File: src/rtl/hybrid_adder_if.sv
// Operand/result bundle for the hybrid adder: operands and carry-in travel
// toward the adder, the registered result and its valid flag travel back.
interface hybrid_adder_if #(
  parameter int WIDTH = 32
);
  logic             in_valid;
  logic [WIDTH-1:0] a;
  logic [WIDTH-1:0] b;
  logic             cin;
  logic [WIDTH-1:0] sum;
  logic             cout;
  logic             overflow;
  logic             out_valid;

  modport master (
    output in_valid, a, b, cin,
    input  sum, cout, overflow, out_valid
  );

  modport slave (
    input  in_valid, a, b, cin,
    output sum, cout, overflow, out_valid
  );
endinterface

File: src/rtl/hybrid_adder.sv
// Hybrid adder: BLOCK-bit carry-lookahead blocks whose block carries ripple
// into the next block, with a one-cycle registered result and valid flag.
module hybrid_adder #(
  parameter int WIDTH = 32,
  parameter int BLOCK = 4
) (
  input  logic           clk,
  input  logic           rst,
  hybrid_adder_if.slave  bus
);

  localparam int NBLK = WIDTH / BLOCK;

  // Full lookahead inside one block: carry j+1 is the OR of every generate
  // propagated up to j, plus c0 propagated through the whole prefix.
  function automatic logic [BLOCK-1:0] cla_carries(
    input logic [BLOCK-1:0] g,
    input logic [BLOCK-1:0] p,
    input logic             c0
  );
    logic [BLOCK-1:0] c;
    logic             term;
    logic             acc;
    c = '0;
    for (int j = 0; j < BLOCK; j++) begin
      acc = c0;
      for (int k = 0; k <= j; k++) acc = acc & p[k];
      for (int k = 0; k <= j; k++) begin
        term = g[k];
        for (int m = k + 1; m <= j; m++) term = term & p[m];
        acc = acc | term;
      end
      c[j] = acc;
    end
    return c;
  endfunction

  logic [WIDTH-1:0] g;
  logic [WIDTH-1:0] p;
  logic [WIDTH:0]   carry;
  logic [WIDTH-1:0] sum_c;
  logic             cout_c;
  logic             ovf_c;

  assign g        = bus.a & bus.b;
  assign p        = bus.a ^ bus.b;
  assign carry[0] = bus.cin;

  for (genvar i = 0; i < NBLK; i++) begin : g_blk
    assign carry[i*BLOCK+1 +: BLOCK] =
      cla_carries(g[i*BLOCK +: BLOCK], p[i*BLOCK +: BLOCK], carry[i*BLOCK]);
  end

  assign sum_c  = p ^ carry[WIDTH-1:0];
  assign cout_c = carry[WIDTH];
  assign ovf_c  = carry[WIDTH-1] ^ carry[WIDTH];

  // NOTE: state registers use non-blocking assignments so every register
  // samples pre-edge values; the data path holds when in_valid is low.
  always_ff @(posedge clk or posedge rst) begin
    if (rst) begin
      bus.sum       <= '0;
      bus.cout      <= 1'b0;
      bus.overflow  <= 1'b0;
      bus.out_valid <= 1'b0;
    end else begin
      bus.out_valid <= bus.in_valid;
      if (bus.in_valid) begin
        bus.sum      <= sum_c;
        bus.cout     <= cout_c;
        bus.overflow <= ovf_c;
      end
    end
  end

endmodule

File: src/flat_wrapper.sv
// flat-port wrapper written by rule: the top's interface ports become plain ports
module hybrid_adder_flat 
#(
  parameter int WIDTH = 32,
  parameter int BLOCK = 4
)
  (clk, rst, bus_in_valid, bus_a, bus_b, bus_cin, bus_sum, bus_cout, bus_overflow, bus_out_valid);
  hybrid_adder_if #(.WIDTH(WIDTH)) bus_i ();
  input  logic clk;
  input  logic rst;
  input wire logic [$bits(bus_i.in_valid)-1:0] bus_in_valid;
  input wire logic [$bits(bus_i.a)-1:0] bus_a;
  input wire logic [$bits(bus_i.b)-1:0] bus_b;
  input wire logic [$bits(bus_i.cin)-1:0] bus_cin;
  output wire logic [$bits(bus_i.sum)-1:0] bus_sum;
  output wire logic [$bits(bus_i.cout)-1:0] bus_cout;
  output wire logic [$bits(bus_i.overflow)-1:0] bus_overflow;
  output wire logic [$bits(bus_i.out_valid)-1:0] bus_out_valid;
  assign bus_i.in_valid = bus_in_valid;
  assign bus_i.a = bus_a;
  assign bus_i.b = bus_b;
  assign bus_i.cin = bus_cin;
  assign bus_sum = bus_i.sum;
  assign bus_cout = bus_i.cout;
  assign bus_overflow = bus_i.overflow;
  assign bus_out_valid = bus_i.out_valid;
  hybrid_adder #(.WIDTH(WIDTH), .BLOCK(BLOCK)) u_core (.clk(clk), .rst(rst), .bus(bus_i));
endmodule
File: config.mk
export PLATFORM = sky130hd
export DESIGN_NAME = hybrid_adder_flat
export DESIGN_NICKNAME = d
export VERILOG_FILES = /design/src/rtl/hybrid_adder_if.sv /design/src/rtl/hybrid_adder.sv /design/src/flat_wrapper.sv
export SDC_FILE = /design/constraint.sdc
export NUM_CORES = 1
export LEC_CHECK = 0
export CAP_MARGIN = 20
export CORE_UTILIZATION = 43
export DETAILED_ROUTE_END_ITERATION = 8
export PLACE_DENSITY = 0.82
export SLEW_MARGIN = 25
export SYNTH_ARGS = -nofsm -noshare
export SYNTH_HDL_FRONTEND = slang
export SYNTH_SLANG_ARGS = --single-unit
File: constraint.sdc
create_clock -name clk -period 1.25 [get_ports clk]
set_clock_uncertainty 0.2 [all_clocks]
set_input_delay 0.1875 -clock clk [delete_from_list [all_inputs] [get_ports clk]]
set_output_delay 0.1875 -clock clk [all_outputs]
set_load 0.05 [all_outputs]
Yosys cells after proc, flatten, opt, wreduce, memory -nomap -nowiden
Index checks and enable logic that the tools add are counted.
{ "op_classes": {"bitwise": 164} }
{ "op_table": {"columns": ["operator", "n"], "rows": [
  ["$and A1 B1 Y1", 80],
  ["$or A1 B1 Y1", 80],
  ["$xor A32 B32 Y32", 2],
  ["$and A32 B32 Y32", 1],
  ["$xor A1 B1 Y1", 1]
]} }
{ "totals": {"reg_bits": 35, "inputBits": 68, "out_inout_bits": 35, "wordCells": 168} }

Longest topological paths before layout
{ "depth": {"ltp_word": 66, "mapped_depth": 33} }

Worst setup path after synthesis
OpenSTA, ideal clock, no wires.
{ "synth_timing": {"kind": "input-to-reg", "from": "input port bus_b[0]", "to": "register u_core.bus.sum[31]", "setup_time_ps": 120, "arrival_time_ps": 6219, "required_time_ps": 930, "setup_slack_ps": -5288, "cell_stages": 33, "n_path_buf": 0, "cell_sequence": "ha_1 ha_1 o211ai_1 nand2_1 a21o_1 ha_1 o211ai_1 nand2_1 a21o_1 ha_1 o211ai_1 nand2_1 a21o_1 ha_1 o211ai_1 nand2_1 a21o_1 ha_1 o211ai_1 nand2_1 a21o_1 ha_1 o211ai_1 nand2_1 a21o_1 ha_1 o211ai_1 nand2_1 a21o_1 ha_1 o211a_1 or3_1 a31o_1"} }
{ "synth_via": {"elab_chain_cells": 64, "elab_cells_between_ends": 68} }
{ "synth_rtl": {"columns": ["item", "line_no", "source"], "rows": [
  ["start, declared", "flat_wrapper.sv:13", "input wire logic [$bits(bus_i.b)-1:0] bus_b;"],
  ["$xor A32 B32 Y32", "hybrid_adder.sv:46", "assign p = bus.a ^ bus.b;"],
  ["$and A1 B1 Y1 (4 in a row)", "hybrid_adder.sv:27", "for (int k = 0; k <= j; k++) acc = acc & p[k];"],
  ["$or A1 B1 Y1 * (4 in a row)", "hybrid_adder.sv:31", "acc = acc | term;"],
  ["$and A1 B1 Y1 * (4 in a row)", "hybrid_adder.sv:27", null],
  ["$or A1 B1 Y1 * (4 in a row)", "hybrid_adder.sv:31", null],
  ["$and A1 B1 Y1 * (4 in a row)", "hybrid_adder.sv:27", null],
  ["$or A1 B1 Y1 * (4 in a row)", "hybrid_adder.sv:31", null],
  ["$and A1 B1 Y1 * (4 in a row)", "hybrid_adder.sv:27", null],
  ["[8 not listed]", null, null],
  ["$or A1 B1 Y1 * (4 in a row)", "hybrid_adder.sv:31", null],
  ["$and A1 B1 Y1 * (4 in a row)", "hybrid_adder.sv:27", null],
  ["$or A1 B1 Y1 * (4 in a row)", "hybrid_adder.sv:31", null],
  ["$and A1 B1 Y1 * (4 in a row)", "hybrid_adder.sv:27", null],
  ["$or A1 B1 Y1 * (4 in a row)", "hybrid_adder.sv:31", null],
  ["$and A1 B1 Y1 * (3 in a row)", "hybrid_adder.sv:27", null],
  ["$or A1 B1 Y1 * (3 in a row)", "hybrid_adder.sv:31", null],
  ["$xor A32 B32 Y32 *", "hybrid_adder.sv:54", "assign sum_c = p ^ carry[WIDTH-1:0];"],
  ["end signal, assigned", "hybrid_adder.sv:69", "bus.sum <= sum_c;"],
  ["end, declared", "hybrid_adder_if.sv:22", "output sum, cout, overflow, out_valid"]
]} }
Every way passes the cells marked *; elsewhere a longest branch is shown, timed or not.
A chain may end at the register's enable or synchronous reset.

Worst setup path in the final report
{ "layout_timing": {"from": "input port bus_a[0]", "to": "register u_core.bus.sum[31]"} }
{ "layout_via": {"elab_chain_cells": 64, "elab_cells_between_ends": 68} }
{ "layout_rtl": {"columns": ["item", "line_no", "source"], "rows": [
  ["start, declared", "flat_wrapper.sv:12", "input wire logic [$bits(bus_i.a)-1:0] bus_a;"],
  ["$xor A32 B32 Y32", "hybrid_adder.sv:46", null],
  ["$and A1 B1 Y1 (4 in a row)", "hybrid_adder.sv:27", null],
  ["$or A1 B1 Y1 * (4 in a row)", "hybrid_adder.sv:31", null],
  ["$and A1 B1 Y1 * (4 in a row)", "hybrid_adder.sv:27", null],
  ["$or A1 B1 Y1 * (4 in a row)", "hybrid_adder.sv:31", null],
  ["$and A1 B1 Y1 * (4 in a row)", "hybrid_adder.sv:27", null],
  ["$or A1 B1 Y1 * (4 in a row)", "hybrid_adder.sv:31", null],
  ["$and A1 B1 Y1 * (4 in a row)", "hybrid_adder.sv:27", null],
  ["[8 not listed]", null, null],
  ["$or A1 B1 Y1 * (4 in a row)", "hybrid_adder.sv:31", null],
  ["$and A1 B1 Y1 * (4 in a row)", "hybrid_adder.sv:27", null],
  ["$or A1 B1 Y1 * (4 in a row)", "hybrid_adder.sv:31", null],
  ["$and A1 B1 Y1 * (4 in a row)", "hybrid_adder.sv:27", null],
  ["$or A1 B1 Y1 * (4 in a row)", "hybrid_adder.sv:31", null],
  ["$and A1 B1 Y1 * (3 in a row)", "hybrid_adder.sv:27", null],
  ["$or A1 B1 Y1 * (3 in a row)", "hybrid_adder.sv:31", null],
  ["$xor A32 B32 Y32 *", "hybrid_adder.sv:54", null]
]} }
Marked as above.

==> flow_summary.yaml <==
logic_synthesis:
  synth_area_leaders: "dfrtp_1 (35%), ha_1 (20%), fa_1 (6.4%), o21a_1 (4.8%), mux2_2 (3.6%)"
  synth_cells: 227
  synth-simple-area-share: 0.0851
  yosys.area.top_type_share: 0.352
  syn-cell-area_um2: 2480
  synth-warning-count: 0
  synth_top_family_by_area: "adder cells"
  synth_edf_count: 0
  yosysMostFrequentCell: "ha_1"
  netlist_top_cells_count: "ha_1 (40), dfrtp_1 (35), a21oi_1 (16), o21a_1 (16), nand2_1 (15)"
  synthFlopType: "dfrtp_1"
  synth_area_leader_cell: "dfrtp_1"
  syn_area_per_cell_um2: 10.9
  yosys.area_share.adder: 0.266
  synthMuxAreaShare: 0.0363
  ys_types: 27
  synth-async-reset-ratio: 1.00
  synth_compound_area_frac: 0.214
  ys_ff_latch: 35
  seq_area_frac_synth: 0.352
  synth-xor-area-share: 0.0282
  synth_nets: 343
power:
  leakagePower_nw: 2.43
  ir_drop_mv: 0.783
  power_density_nw_per_um2: 1170
  power_mw: 5.99
floorplan:
  initial_core_util: 0.449
  fp-row-count: 27
  dieArea_um2: 6090
  die_w_um: 78.0
  io_pins: 103
  fp.dieH_um: 78.0
  core_area_um2: 5540
grt:
  grt_max_degree: 36
  grt_pass1_vias: 2947
  grt_usage: 0.296
  gr-total-overflow: 0
  antenna_found_initial: 0
  grt_pass1_wl_mm: 13.8
cells_and_area:
  multi_input_area_um2: 1810
  nFillCells: 198
  drive_above_1_share: 0.475
  regArea_um2: 876
  antenna_cells: 0
  instances_no_fill: 514
  nets: 557
  area_growth_pct: 105
sta:
  period_needed_ns: 6.86
  layout_setup_ws_ns: -5.61
  slew_headroom: 0.767
  finalCritPeriodShare: 5.49
  final_hold_viol_count: 0
  slew_viol_final: 0
  rsz0062_at_grt: "true"
  setup_viol: 64
  tightest_slew_ns: 0.347
  clock.fmax_mhz: 146
drt:
  drtPass1Iterations: 5
  wirelength_mm: 11.1
  drc: 0
  wl_per_cell_um: 21.5
  first_iter_violations: 157
  ant_nets: 0
  vias_per_cell: 5.73
  vias: 2946
cts:
  clock_path_buffers: 2
  clock_latency_ns: 0.29
  tritoncts: "yes"
  htreeDepth: 2
  cts_root_buf: "clkbuf_8"
  numClockSinks: 35
  ctsHoldBuffers: 0
  cts_buffers: 5
  clk_pin_slew_worst_paths_ns: 0.08
job:
  maxCapViolations: 0
placement:
  dp_hpwl_mm: 6.18
  dp_slack_ns: -5.89
  gp_congestion: 0.773
  dp.cells: 463
  numPortBuffers: 102
worst_setup_path:
  critPathMaxFanout: 3
  critPathArrivalTime_ns: 6.84
  crit_buf_inv: 1
  start_kind: "input pin"
  r2r-start: "u_core.bus.sum[15]"
  cp.required_ns: 1.23
  worstSetupPathType: "in2reg"
  cpPeakStageDelay_ns: 0.32
  startpoint: "bus_a[0]"
  critPathTopFamily: "compound AO/OA/AOI/OAI gates"
  crit_slowest_cell: "or3_1"
  cp-end-kind: "flip-flop"
min_path:
  min_path_type: "in2async"
status:
  status: "finished, violations left"
  violations: "setup timing"
## worst paths after layout
check	to	slack (ns)	cells after the start
max in group asynchronous	u_core.bus.sum[11]	0.59	3
min in group clk	u_core.bus.sum[2]	0.25	5
worst max-delay path	u_core.bus.sum[31]	-5.61	34
worst min register to register	u_core.bus.sum[3]	0.38	1
worst min-delay path	u_core.bus.sum[19]	0.06	3
worst max register to register	u_core.bus.sum[15]	0.07	2
## state kept, by name, summed over array words and instances (netlist names)
register	flops
u_core.bus.cout	1
u_core.bus.overflow	1
u_core.bus.out_valid	1
u_core.bus.sum	32
## stage by stage
stage / util / setup TNS [ns] / hold slack, ns / instance area, um2
4_1_cts: 0.889 / -89.78 / 0.0843 / 4920
3_5_place_dp: 0.812 / -115.24 / 0.340 / 4500
3_3_place_gp: 0.812 / -106.70 / 0.329 / 4500
5_1_grt: 0.920 / -106.47 / 0.0761 / 5100
2_1_floorplan: - / -82.98 / 0.0189 / 2530
6_report: 0.920 / -100.97 / 0.0631 / 5100
## placed cells by master (no fill, tap or decap), types with 5 or more instances in the layout
master / instances
a211o_1: 7
a21o_1: 8
a21oi_1: 11
a21oi_2: 5
and4_1: 7
buf_12: 37
buf_4: 106
buf_6: 6
clkbuf_8: 5
clkdlybuf4s50_1: 57
dfrtp_1: 35
fa_2: 8
ha_1: 29
ha_2: 7
mux2_4: 8
nand2_1: 15
nor2_1: 11
nor3_1: 8
o211ai_1: 7
o21a_1: 16
o31ai_2: 6
xnor2_2: 5
## tightest hold or removal path, stage by stage
cell and delay (ns):
clkdlybuf4s50_1 0.40, inv_1 0.10, buf_12 0.23
## per-layer routing
metal | up-vias | part of all wire | global-route usage
met2 | 185 | 0.53 | 0.555
met1 | 1415 | 0.35 | 0.319
li1 | 1277 | - | -
met3 | 69 | 0.055 | 0.0488
met5 | - | 0 | 0
met4 | 0 | 0.064 | 0.152
## cells by family (layout without fill, tap and decap cells)
| logic type | count (synthesis) | count (layout) |
|---|---|---|
| flops | 35 | 35 |
| mux | 8 | 8 |
| fa+ha+maj | 48 | 48 |
| buf+inv | 10 | 225 |
| xor+xnor | 8 | 8 |
| simple gates | 43 | 43 |
| compound gates | 75 | 75 |
## what timing repair did
item                       in CTS  in global routing
pin swaps                      35                 26
gates resized for setup        64                 20
setup endpoints to repair      65                 66
setup buffers                  75                 18
## cell type report
type,count,share of cell area
multi-input combinational,182,0.354
tap,72,0.0177
inverter,3,0.00221
clock inverter,1,0.000982
sequential,35,0.172
clock buffer,7,0.0150
timing repair buffer,214,0.438
## report_power, final
group | switching (mW) | internal [mW]
sequential | 0.260 | 1.34
combinational | 1.66 | 1.89
clock | 0.436 | 0.392
total | 2.36 | 3.62
Note: power is estimated with default switching activity, not from simulation.
